**config.mk**
```make
export PLATFORM = sky130hd
export DESIGN_NAME = job_sequencer
export DESIGN_NICKNAME = d
export VERILOG_FILES = /design/src/rtl/job_sequencer_pkg.sv /design/src/rtl/job_sequencer_timer.sv /design/src/rtl/job_sequencer.sv
export SDC_FILE = /design/constraint.sdc
export NUM_CORES = 1
export LEC_CHECK = 0
export ABC_AREA = 0
export CAP_MARGIN = 30
export CORE_ASPECT_RATIO = 1.75
export CORE_UTILIZATION = 45
export CTS_CLUSTER_DIAMETER = 150
export DETAILED_ROUTE_END_ITERATION = 16
export PLACE_DENSITY_LB_ADDON = 0.05
export SLEW_MARGIN = 25
export SYNTH_ARGS = -nofsm -noshare
export SYNTH_HDL_FRONTEND = slang
export SYNTH_HIERARCHICAL = 1
export SYNTH_SLANG_ARGS = --single-unit
```
**constraint.sdc**
```tcl
create_clock -name clock -period 9.1 [get_ports clock]
set_input_delay 1.365 -clock clock [delete_from_list [all_inputs] [get_ports clock]]
set_output_delay 1.365 -clock clock [all_outputs]
set_load 0.01 [all_outputs]
```
**src/rtl/job_sequencer_pkg.sv**
```systemverilog
// CAPI job interface types, command encodings and helpers shared by the
// job sequencer and its timer.
package job_sequencer_pkg;

    // Signals driven from the PSL side into the AFU job-control port.
    typedef struct packed {
        logic        valid;
        logic [7:0]  command;
        logic        command_parity;
        logic [63:0] address;
        logic        address_parity;
    } JobInterfaceInput;

    // Signals returned by the AFU on its job-status port.
    typedef struct packed {
        logic        running;
        logic        done;
        logic        cack;
        logic [63:0] error;
        logic        yield;
    } JobInterfaceOutput;

    // Job-control command encodings.
    localparam logic [7:0] CMD_RESET    = 8'h80;
    localparam logic [7:0] CMD_START    = 8'h90;
    localparam logic [7:0] CMD_TIMEBASE = 8'h42;

    // Completion status reported to the local controller.
    typedef enum logic [1:0] {
        STATUS_OK        = 2'd0,
        STATUS_AFU_ERROR = 2'd1,
        STATUS_TIMEOUT   = 2'd2,
        STATUS_ABORTED   = 2'd3
    } JobStatus;

    // Odd parity bit: set so the data plus parity carries an odd number of
    // ones. Narrower values are zero-extended, which does not change parity.
    function automatic logic odd_parity(input logic [63:0] data);
        return ~^data;
    endfunction

endpackage

```
**src/rtl/job_sequencer_timer.sv**
```systemverilog
// Shared 32-bit up-counter used for the reset/start wait timeouts and the
// optional run-time limit. Clear wins over load, load wins over counting.
module job_timer
    import job_sequencer_pkg::*;
(
    input  logic        clock,
    input  logic        reset,
    input  logic        clear,
    input  logic        load,
    input  logic [31:0] load_value,
    input  logic        enable,
    input  logic [31:0] limit,
    output logic [31:0] count,
    output logic        expired
);

    // Counter register: clear, load, then count while enabled.
    always_ff @(posedge clock or posedge reset) begin
        if (reset) begin
            count <= '0;
        end else if (clear) begin
            count <= '0;
        end else if (load) begin
            count <= load_value;
        end else if (enable) begin
            count <= count + 32'd1;
        end
    end

    assign expired = (count == limit);

endmodule

```
**src/rtl/job_sequencer.sv**
```systemverilog
// PSL-side job initiator: resets the AFU, starts it with the captured WED,
// waits for completion and reports a status to the local controller.
module job_sequencer
    import job_sequencer_pkg::*;
#(
    parameter int TIMEOUT_CYCLES     = 1024,
    parameter int RUN_TIMEOUT_CYCLES = 0
) (
    input  logic              clock,
    input  logic              reset,
    input  logic              req_valid,
    output logic              req_ready,
    input  logic [63:0]       req_wed,
    input  logic              abort,
    output JobInterfaceInput  afu_job_in,
    input  JobInterfaceOutput afu_job_out,
    output logic              busy,
    output logic              complete,
    output logic [1:0]        status,
    output logic [63:0]       error_code
);

    localparam logic [2:0] IDLE        = 3'd0;
    localparam logic [2:0] RST_ISSUE   = 3'd1;
    localparam logic [2:0] RST_WAIT    = 3'd2;
    localparam logic [2:0] START_ISSUE = 3'd3;
    localparam logic [2:0] START_WAIT  = 3'd4;
    localparam logic [2:0] RUN         = 3'd5;
    localparam logic [2:0] FINISH      = 3'd6;

    localparam logic [31:0] WAIT_LIMIT     = 32'(TIMEOUT_CYCLES - 1);
    localparam logic        RUN_TIMEOUT_EN = (RUN_TIMEOUT_CYCLES > 0);
    localparam logic [31:0] RUN_LIMIT      =
        (RUN_TIMEOUT_CYCLES > 0) ? 32'(RUN_TIMEOUT_CYCLES - 1) : 32'd0;

    logic [2:0]       state;
    logic [2:0]       next_state;
    logic [63:0]      wed_q;
    logic             abort_flag;
    logic             set_abort;
    logic             capture_error;
    logic             load_status;
    JobStatus         finish_status;
    JobStatus         status_q;
    JobInterfaceInput job_in_q;

    logic             timer_clear;
    logic             timer_enable;
    logic [31:0]      timer_limit;
    logic [31:0]      timer_count;
    logic             timer_expired;
    logic             unused_signals;

    // The timer restarts on every state change, so each wait or run phase
    // measures its own duration from zero.
    assign timer_clear  = (state != next_state);
    assign timer_enable = (state == RST_WAIT) || (state == START_WAIT) || (state == RUN);
    assign timer_limit  = (state == RUN) ? RUN_LIMIT : WAIT_LIMIT;

    job_timer u_timer (
        .clock      (clock),
        .reset      (reset),
        .clear      (timer_clear),
        .load       (1'b0),
        .load_value (32'd0),
        .enable     (timer_enable),
        .limit      (timer_limit),
        .count      (timer_count),
        .expired    (timer_expired)
    );

    // Next-state decision; done beats abort, abort beats timeout.
    always_comb begin
        next_state    = state;
        set_abort     = 1'b0;
        capture_error = 1'b0;
        load_status   = 1'b0;
        finish_status = STATUS_OK;
        case (state)
            IDLE: begin
                if (req_valid) begin
                    next_state = RST_ISSUE;
                end
            end
            RST_ISSUE: begin
                next_state = RST_WAIT;
            end
            RST_WAIT: begin
                if (afu_job_out.done) begin
                    if (abort_flag) begin
                        next_state    = FINISH;
                        capture_error = 1'b1;
                        load_status   = 1'b1;
                        finish_status = STATUS_ABORTED;
                    end else begin
                        next_state = START_ISSUE;
                    end
                end else if (timer_expired) begin
                    next_state    = FINISH;
                    load_status   = 1'b1;
                    finish_status = STATUS_TIMEOUT;
                end
            end
            START_ISSUE: begin
                next_state = START_WAIT;
            end
            START_WAIT: begin
                if (afu_job_out.done) begin
                    next_state    = FINISH;
                    capture_error = 1'b1;
                    load_status   = 1'b1;
                    finish_status = (afu_job_out.error == '0) ? STATUS_OK : STATUS_AFU_ERROR;
                end else if (afu_job_out.running) begin
                    next_state = RUN;
                end else if (timer_expired) begin
                    next_state    = FINISH;
                    load_status   = 1'b1;
                    finish_status = STATUS_TIMEOUT;
                end
            end
            RUN: begin
                if (afu_job_out.done) begin
                    next_state    = FINISH;
                    capture_error = 1'b1;
                    load_status   = 1'b1;
                    finish_status = (afu_job_out.error == '0) ? STATUS_OK : STATUS_AFU_ERROR;
                end else if (abort) begin
                    next_state = RST_ISSUE;
                    set_abort  = 1'b1;
                end else if (RUN_TIMEOUT_EN && timer_expired) begin
                    next_state    = FINISH;
                    load_status   = 1'b1;
                    finish_status = STATUS_TIMEOUT;
                end
            end
            FINISH: begin
                next_state = IDLE;
            end
            default: begin
                next_state = IDLE;
            end
        endcase
    end

    // State register and per-job bookkeeping (WED, abort flag).
    always_ff @(posedge clock or posedge reset) begin
        if (reset) begin
            state      <= IDLE;
            wed_q      <= '0;
            abort_flag <= 1'b0;
        end else begin
            state <= next_state;
            if (state == IDLE && req_valid) begin
                wed_q      <= req_wed;
                abort_flag <= 1'b0;
            end else if (set_abort) begin
                abort_flag <= 1'b1;
            end
        end
    end

    // Registered job-control outputs: a command is loaded on entry to an
    // issue state so valid, data and parity all appear in that state's cycle.
    always_ff @(posedge clock or posedge reset) begin
        if (reset) begin
            job_in_q.valid          <= 1'b0;
            job_in_q.command        <= '0;
            job_in_q.command_parity <= odd_parity(64'd0);
            job_in_q.address        <= '0;
            job_in_q.address_parity <= odd_parity(64'd0);
        end else begin
            job_in_q.valid <= 1'b0;
            if (next_state == RST_ISSUE) begin
                job_in_q.valid          <= 1'b1;
                job_in_q.command        <= CMD_RESET;
                job_in_q.command_parity <= odd_parity(64'(CMD_RESET));
                job_in_q.address        <= '0;
                job_in_q.address_parity <= odd_parity(64'd0);
            end else if (next_state == START_ISSUE) begin
                job_in_q.valid          <= 1'b1;
                job_in_q.command        <= CMD_START;
                job_in_q.command_parity <= odd_parity(64'(CMD_START));
                job_in_q.address        <= wed_q;
                job_in_q.address_parity <= odd_parity(wed_q);
            end
        end
    end

    // Completion status and AFU error word, held until the next job ends.
    always_ff @(posedge clock or posedge reset) begin
        if (reset) begin
            status_q   <= STATUS_OK;
            error_code <= '0;
        end else begin
            if (load_status) begin
                status_q <= finish_status;
            end
            if (capture_error) begin
                error_code <= afu_job_out.error;
            end
        end
    end

    assign afu_job_in = job_in_q;
    assign req_ready  = (state == IDLE);
    assign busy       = (state != IDLE);
    assign complete   = (state == FINISH);
    assign status     = status_q;

    assign unused_signals = ^{afu_job_out.cack, afu_job_out.yield, timer_count};

endmodule

```
== Word-level counts from Yosys, hierarchy flattened ==
Index checks and enable logic that the tools add are counted.

* Register bits after elaboration: 241
* Bits in latches: 0
* RAM bits: 0
* ROM bits: 0
* Input bits: 136
* Output and inout port bits: 144
* Logic and storage cells: 69
* Memories kept: 0

* $add $sub $neg: 1
* $mul: 0
* Divide/modulo/power cells: 0
* $lt $le $gt $ge: 0
* Eq/ne operators: 10
* Shift-type cells: 0
* Multiplexer cells: 36
* Bitwise logic cells: 0
* Reduce and logical (&&, ||, !) cells: 11

{| class="wikitable"
|+ Operator list
! kind !! count
|-
| $mux 75 || 2
|-
| $logic_not 64->1 || 1
|-
| $mux 32 || 2
|-
| $reduce_xnor 64->1 || 1
|-
| $add 32x1->32 const B || 1
|-
| $eq 32x10->1 || 1
|-
| $mux 3 || 8
|-
| $pmux 3 s6 || 1
|-
| $mux 1 || 14
|-
| $mux 10 || 1
|-
| $mux 2 || 5
|-
| $eq 3x2->1 const B || 3
|-
| $eq 3x3->1 const B || 3
|-
| $eq 3x1->1 const B || 2
|-
| $pmux 2 s3 || 1
|-
| $reduce_bool 2->1 || 3
|-
| $logic_not 3->1 || 1
|-
| $ne 3x3->1 || 1
|-
| $pmux 1 s3 || 1
|-
| $reduce_bool 3->1 || 1
|-
| $logic_or 1x1->1 || 2
|-
| $pmux 1 s2 || 1
|-
| $reduce_or 2->1 || 1
|-
| $logic_and 1x1->1 || 1
|}

== Logic depth before layout (Yosys ltp) ==
Gate-level depths: netlist of run 1.

* Depth after elaboration: 10
* Gate-level depth with buffers: 17
* Gate-level depth less buffers: 15

== Modules after synthesis ==
Netlist of run 1, hierarchy kept.

{| class="wikitable"
|+ By module, submodules not included
! module !! times used !! cells each !! area an instance (µm²) !! sequential area each (µm²)
|-
| job_sequencer || 1 || 571 || 8,328.0 || 5,082.4
|-
| job_timer || 1 || 317 || 2,583.7 || 800.8
|}

== Worst setup path after synthesis of run 1 ==
Ideal clock, no wire load.

* Path kind: input-to-reg
* Start point: in afu_job_out[67] (netlist bit)
* End point: reg u_timer.count[24]
* Setup time: 69 ps
* Arrival: 3,520 ps
* Required time: 9,031 ps
* Setup slack: 5,511 ps
* Cell stages on the path: 9
* Path buffers: 0
* Cell sequence: or2_2 -> a32oi_1 -> nand3b_1 -> a221oi_1 -> o2111ai_1 -> or3b_2 -> or3_1 -> or3_1 -> nand3_1

* Cells in the longest elaborated chain, start to end: 5
* Elaborated cells between the ends (all ways): 6
* Those cells by class: eq/ne: 1; mux: 4; reduce/logical: 1

{| class="wikitable"
|+ RTL lines
! item !! line !! RTL
|-
| start, declared || job_sequencer.sv:16 || <nowiki>input JobInterfaceOutput afu_job_out,</nowiki>
|-
| $mux 3 (*) || job_sequencer.sv:113 || <nowiki>end else if (afu_job_out.running) begin</nowiki>
|-
| $mux 3 (*) || job_sequencer.sv:108 || <nowiki>if (afu_job_out.done) begin</nowiki>
|-
| $pmux 3 s6 (*) || job_sequencer.sv:79 || <nowiki>case (state)</nowiki>
|-
| $ne 3x3->1 (*) || job_sequencer.sv:56 || <nowiki>assign timer_clear = (state != next_state);</nowiki>
|-
| named net timer_clear || job_sequencer.sv:47 || <nowiki>logic timer_clear;</nowiki>
|-
| $mux 32 / $reduce_bool 2->1 (equally long branches) || n/a ||
|-
| end signal, assigned || job_sequencer_timer.sv:24 || <nowiki>count <= load_value;</nowiki>
|-
| end signal, assigned || job_sequencer_timer.sv:26 || <nowiki>count <= count + 32'd1;</nowiki>
|-
| end, declared || job_sequencer_timer.sv:13 || <nowiki>output logic [31:0] count,</nowiki>
|}

The timed path passes the listed nets; every way through them passes the cells marked *.
A chain may end at the register's enable or synchronous reset.

== Worst setup path after layout of run 1 ==
* Start point: reg state[1]
* End point: reg u_timer.count[24]

* Cells in the longest elaborated chain, start to end: 9
* Elaborated cells between the ends (all ways): 21
* Those cells by class: eq/ne: 7; mux: 10; reduce/logical: 4

{| class="wikitable"
|+ RTL lines
! item !! line !! RTL
|-
| start, declared || job_sequencer.sv:36 || <nowiki>logic [2:0] state;</nowiki>
|-
| start signal, assigned || job_sequencer.sv:152 || <nowiki>state <= next_state;</nowiki>
|-
| $eq 3x3->1 (*) || job_sequencer.sv:58 || <nowiki>assign timer_limit = (state == RUN) ? RUN_LIMIT : WAIT_LIMIT;</nowiki>
|-
| $mux 10 (*) || job_sequencer.sv:58 ||
|-
| named net timer_limit[0] || job_sequencer.sv:49 || <nowiki>logic [31:0] timer_limit;</nowiki>
|-
| $eq 32x10->1 (*) || job_sequencer_timer.sv:30 || <nowiki>assign expired = (count == limit);</nowiki>
|-
| named net timer_expired || job_sequencer.sv:51 || <nowiki>logic timer_expired;</nowiki>
|-
| $mux 3 (*) || job_sequencer.sv:98, job_sequencer.sv:115 ||
|-
| $mux 3 || job_sequencer.sv:113 ||
|-
| $mux 3 || job_sequencer.sv:108 ||
|-
| $pmux 3 s6 (*) || job_sequencer.sv:79 ||
|-
| $ne 3x3->1 (*) || job_sequencer.sv:56 ||
|-
| named net timer_clear || job_sequencer.sv:47 ||
|-
| $mux 32 / $reduce_bool 2->1 (equally long branches) || n/a ||
|}

Marks and branches as above.

==> results_dict.tcl, run 1 <==
set metrics [dict create \
    slew_violations 0 \
    required_ps 9570 \
    hold_class "register to register" \
    antenna_left 0 \
    cts_root_buf "clkbuf_16" \
    p_leak_nw 6.18 \
    avgSynthCellArea_um2 12.3 \
    cp.arrival_ps 4730 \
    cts_sinks 235 \
    final_common_cell "clkdlybuf4s50_1" \
    drive_gt1_frac 0.152 \
    grtUsageTotal 0.239 \
    max_freq_mhz 235 \
    initial_core_util 0.456 \
    crit_type "register to register" \
    route.vias.total 8124 \
    worst_setup_path_end_kind "register" \
    crit_path_start_kind "register" \
    clock_skew_ps 20.2 \
    cts_resized 0 \
    htreeDepth 1 \
    grt_pass1_vias 8377 \
    path_max_fanout 39 \
    cts_buffers 23 \
    grt_max_degree 132 \
    cts_tree "built" \
    grt_pass1_wl_um 46700 \
    io_buffers 271 \
    synth.distinct_cells 66 \
    ys.flop_type "dfrtp_1" \
    setup_viol 0 \
    final_cell_mix "271 x clkdlybuf4s50_1, 233 x dfrtp_1, 120 x mux2_2, 67 x xnor2_1, 67 x conb_1" \
    status "finished clean" \
    synth_enable_flop_cells 0 \
    synthArstFlopShare 1.00 \
    clock_latency_ps 540 \
    grt-ovfl-total 0 \
    core_um2 23900 \
    hold_depth 1 \
    dp_hpwl_um 20600 \
    ff2ff_path_depth 16 \
    fin_cells 1522 \
    worst_slack_ps 4840 \
    syn2layout_area_growth_pct 36.1 \
    routabilityCongestion 0.863 \
    finalPower_mw 5.93 \
    die_h_um 208 \
    cap_violations 0 \
    io_pins 280 \
    syn_inst 888 \
    path_clk_slew_ps 70 \
    vias_per_cell 5.34 \
    wl_per_cell_um 19.5 \
    first_iter_violations 420 \
    fin_nets 1333 \
    power_density_nw_per_um2 399 \
    drtPass1Iterations 5 \
    num_rows 75 \
    final-hold-violation-count 0 \
    yosys_warnings 6 \
    clk_path_buf_depth 3 \
    routed_wl_um 29700 \
    worst_pin_slew_ps 927 \
    antenna_found_initial 0 \
    period_minus_slack_ps 4260 \
    fin_setup_tns_ps 0 \
    die_x_um 120 \
    drcViolationCount 0 \
    die-area_um2 24900 \
    dp_cells 1478 \
    post_cts_buffers 0 \
    synth-seq-area-share 0.539 \
    min_period_over_period 0.468 \
    dp_slack_ps 4420 \
    rsz0062_at_grt "false" \
    synth_area_um2 10900 \
    synth_seq_cells 235 \
    slew_headroom 0.382 \
    vdd_drop_max_mv 0.292 \
    postCtsHoldBufs 0 \
]
critical path, cell delays in order, from the launching register on:
cell       delay, ps
dfrtp_1          500
and2b_1          340
nand2_1          350
xor2_1           310
nor4_1            70
nand4_1           90
nor2_1            80
nor3b_1          140
nor2_1           150
nand3b_1          90
a221oi_1         360
o2111ai_2        130
buf_4            290
or3b_2           560
or3_1            310
or3_1            310
nand3_1           90
final cells by class:
class / count / area (um^2)
Timing Repair Buffer: 280 / 2800
Inverter: 12 / 52.6
Clock inverter: 12 / 178
Tap cell: 308 / 385
Fill cell: 1960 / 9080
Antenna cell: 1 / 2.50
Sequential cell: 235 / 5880
Clock buffer: 30 / 632
Multi-Input combinational cell: 644 / 4910
report_power, final:
part           internal (mW)  switching [mW]
clock                  0.608           0.421
combinational           1.63            1.27
sequential              1.57           0.436
Yosys cell counts (12+ instances only):
master / number / area (um^2)
nand2_1: 39 / 146
a22o_1: 62 / 543
nor4_1: 34 / 213
buf_4: 19 / 143
dfrtp_1: 233 / 5830
xor2_1: 41 / 359
buf_2: 18 / 90.1
xnor2_1: 67 / 587
nor2_1: 29 / 109
clkbuf_1: 19 / 71.3
a21oi_1: 18 / 90.1
or4_1: 12 / 90.1
mux2_2: 120 / 1350
nand4_1: 21 / 131
inv_1: 12 / 45.0
flip-flops by register name (all words and copies together), names as in the netlist:
| name | count |
|---|---|
| status | 2 |
| afu_job_in | 69 |
| wed_q | 64 |
| error_code | 64 |
| abort_flag | 1 |
| u_timer/count | 32 |
| state | 3 |
metal layers:
layer,GRT usage,wire length [um]
met4,0.0763,804
met1,0.274,11200
met3,0.0389,1640
met2,0.446,16100
met5,0,0
logic make-up after synthesis:
kind of cell | synth area share
flops | 0.539
simple gates | 0.100
compound gates | 0.102
mux | 0.134
xor+xnor | 0.0867
buf+inv | 0.0359
fa+ha+maj | 0.00115
other cells | 0.000344
per-stage QoR:
| step | hold slack, ps | utilization | cell area, um^2 |
|---|---|---|---|
| floorplan | 504 | - | 11200 |
| global route | 508 | 0.620 | 14800 |
| detailed placement | 455 | 0.585 | 14000 |
| finish | 472 | 0.621 | 14800 |
| global placement | 450 | 0.585 | 14000 |
| CTS | 474 | 0.619 | 14800 |
final timing paths:
| path | from | to | slack [ps] |
|---|---|---|---|
| worst max-delay path | state[1] | u_timer/count[24] | 4840 |
| worst min-delay path | afu_job_in[73] | afu_job_in[73] | 470 |
| worst max register to register | state[1] | u_timer/count[24] | 4840 |
| worst min register to register | afu_job_in[73] | afu_job_in[73] | 470 |
| max in group asynchronous | reset | error_code[12] | 6460 |
| min in group asynchronous | reset | afu_job_in[54] | 1230 |
Note: power is estimated with default switching activity, not from simulation.
==> run 2, diff against run 1 <==
==> constraint.sdc (replaced) <==
create_clock -name clock -period 3.6 [get_ports clock]
set_input_delay 0.54 -clock clock [delete_from_list [all_inputs] [get_ports clock]]
set_output_delay 0.54 -clock clock [all_outputs]
set_load 0.01 [all_outputs]
==> run 2 against run 1 <==
Register-to-register slack got worse by 4600 ps. Cell area up 0.91%. Worst setup slack lost 4600 ps. Combinational power grew to 2.6 times the previous value. Sequential cell count unchanged. Critical path type unchanged. Largest power group unchanged.
==> results_dict.tcl, run 2 (same netlist as run 1, synthesis figures left out) <==
set metrics [dict create \
    cpLargestDelayFamily "simple AND/OR/NAND/NOR gates" \
    finalPower_mw 15.1 \
    crit_path_start_kind "register" \
    grt_max_degree 90 \
    clk_path_buf_depth 3 \
    antenna_found_initial 1 \
    die_x_um 120 \
    fin_nets 1347 \
    path_cells "and2b_1, nand2_4, xor2_1, nor4_1, nand4_1, nor2_1, nor3b_1, nor2_1, nand3b_1, a221oi_1, o2111ai_2, or3b_4, or3_1, or3_1, nand3_1" \
    grt-ovfl-total 0 \
    nFillCells 1969 \
    grt_pass1_vias 8121 \
    path_clk_slew_ps 60 \
    p_leak_nw 6.26 \
    io_pins 280 \
    cts_root_buf "clkbuf_16" \
    post_cts_buffers 0 \
    cp.arrival_ps 3790 \
    power_density_nw_per_um2 1000 \
    routed_wl_um 29900 \
    final_cell_mix "271 x clkdlybuf4s50_1, 233 x dfrtp_1, 120 x mux2_2, 67 x xnor2_1, 67 x conb_1" \
    clock_skew_ps 12.8 \
    initial_core_util 0.456 \
    crit_type "register to register" \
    worst_pin_slew_ps 856 \
    cts_tree "built" \
    vdd_drop_max_mv 0.574 \
    largest_reg_flops 69 \
    antenna_left 0 \
    die_h_um 208 \
    p_int_mw 9.73 \
    period_minus_slack_ps 3340 \
    required_ps 4050 \
    grt_pass1_wl_um 46900 \
    dp_cells 1493 \
    min_period_over_period 0.928 \
    swShare 0.354 \
    pwr-share-seq 0.333 \
    drive_gt1_frac 0.163 \
    wl_per_cell_um 19.5 \
    drtPass1Iterations 4 \
    route.vias.total 8207 \
    max_freq_mhz 299 \
    clock_latency_ps 530 \
    core_um2 23900 \
    rrSetupSlack_ps 260 \
    final_common_cell "clkdlybuf4s50_1" \
    rsz0062_at_grt "false" \
    htreeDepth 1 \
    grtUsageTotal 0.241 \
    path_max_fanout 10 \
    vias_per_cell 5.35 \
    dp_slack_ps -6.24 \
    hold_class "primary input to async pin" \
    cap_violations 0 \
    die-area_um2 24900 \
    max_stage_delay_ps 450 \
    cp_slowest_cell "or3b_4" \
    p_sw_mw 5.33 \
    first_iter_violations 434 \
    status "finished clean" \
    setup_viol 0 \
    drcViolationCount 0 \
    slew_headroom 0.429 \
    dp_hpwl_um 21700 \
    path_buf_inv 0 \
    slew_violations 0 \
    pwr-share-clk 0.172 \
    num_rows 75 \
    syn2layout_area_growth_pct 37.3 \
    fin_cells 1535 \
    cts_sinks 235 \
    final-hold-violation-count 0 \
    worst_setup_path_end_kind "register" \
    p_comb_frac 0.495 \
    routabilityCongestion 0.891 \
    cts_buffers 23 \
    io_buffers 271 \
    worst_slack_ps 261 \
]
-- run 2: changes by cell type in the layout (fill, tap and decap cells not counted), sizes merged --
cell    change
clkinv      -3
clkbuf      +3
bufinv      -1
buf        +14
-- run 2: path summary, 6_finish.rpt --
kind	from	end	depth (start not counted)
max in group asynchronous	reset	afu_job_in[0]	3
min reg2reg	afu_job_in[73]	afu_job_in[73]	1
min	reset	u_timer/count[27]	2
max	state[1]	u_timer/count[24]	15
max reg2reg	state[1]	u_timer/count[24]	15
min in group clock	afu_job_in[73]	afu_job_in[73]	1
-- run 2: per-layer routing --
| metal | GRT usage | vias up | share of wire |
|---|---|---|---|
| met2 | 0.430 | 235 | 0.53 |
| met3 | 0.0315 | 53 | 0.041 |
| met5 | 0 | - | 0 |
| li1 | - | 3837 | - |
| met4 | 0.0978 | 0 | 0.033 |
| met1 | 0.291 | 4082 | 0.40 |
-- run 2: timing repair --
item	in CTS	in global routing
resized for setup	2	2
setup endpoints to repair	2	6
endpoints found under the hold margin	0	0
hold buffers	0	0
-- run 2: power groups by stage --
| stage | Sequential [mW] | Combinational (mW) | Clock, mW |
|---|---|---|---|
| 2_1_floorplan | 5.15 | 4.48 | 0 |
| 3_3_place_gp | 5.00 | 7.41 | 0 |
| 3_5_place_dp | 5.05 | 7.50 | 0 |
| 4_1_cts | 5.01 | 7.56 | 2.66 |
| 5_1_grt | 5.19 | 7.99 | 2.76 |
| 6_report | 5.01 | 7.45 | 2.59 |
-- run 2: cell type report --
type	instances	area (um^2)	share of cell area
Antenna cell	1	2.50	0.000167
Clock buffer	33	693	0.0463
Clock inverter	8	123	0.00818
Inverter	12	48.8	0.00326
Multi-Input combinational cell	644	4920	0.328
Sequential cell	235	5880	0.393
Tap cell	308	385	0.0257
Timing Repair Buffer	294	2930	0.195
-- run 2: metrics by stage --
stage	util	hold slack (ps)	TNS [ps]	area (um^2)
after floorplan	-	504	0	11200
after global placement	0.591	451	0	14200
after detailed placement	0.591	459	-6.24	14200
after CTS	0.626	456	0	15000
after global routing	0.626	486	0	15000
final	0.626	469	0	15000
==> run 3, diff against run 2 <==
--- a/config.mk
+++ b/config.mk
@@ -17,3 +17,4 @@
 export SYNTH_HDL_FRONTEND = slang
 export SYNTH_HIERARCHICAL = 1
 export SYNTH_SLANG_ARGS = --single-unit
+export TNS_END_PERCENT = 10
==> results of run 3 <==
Same layout as run 2: the final DEF is identical, and so are final timing and power.
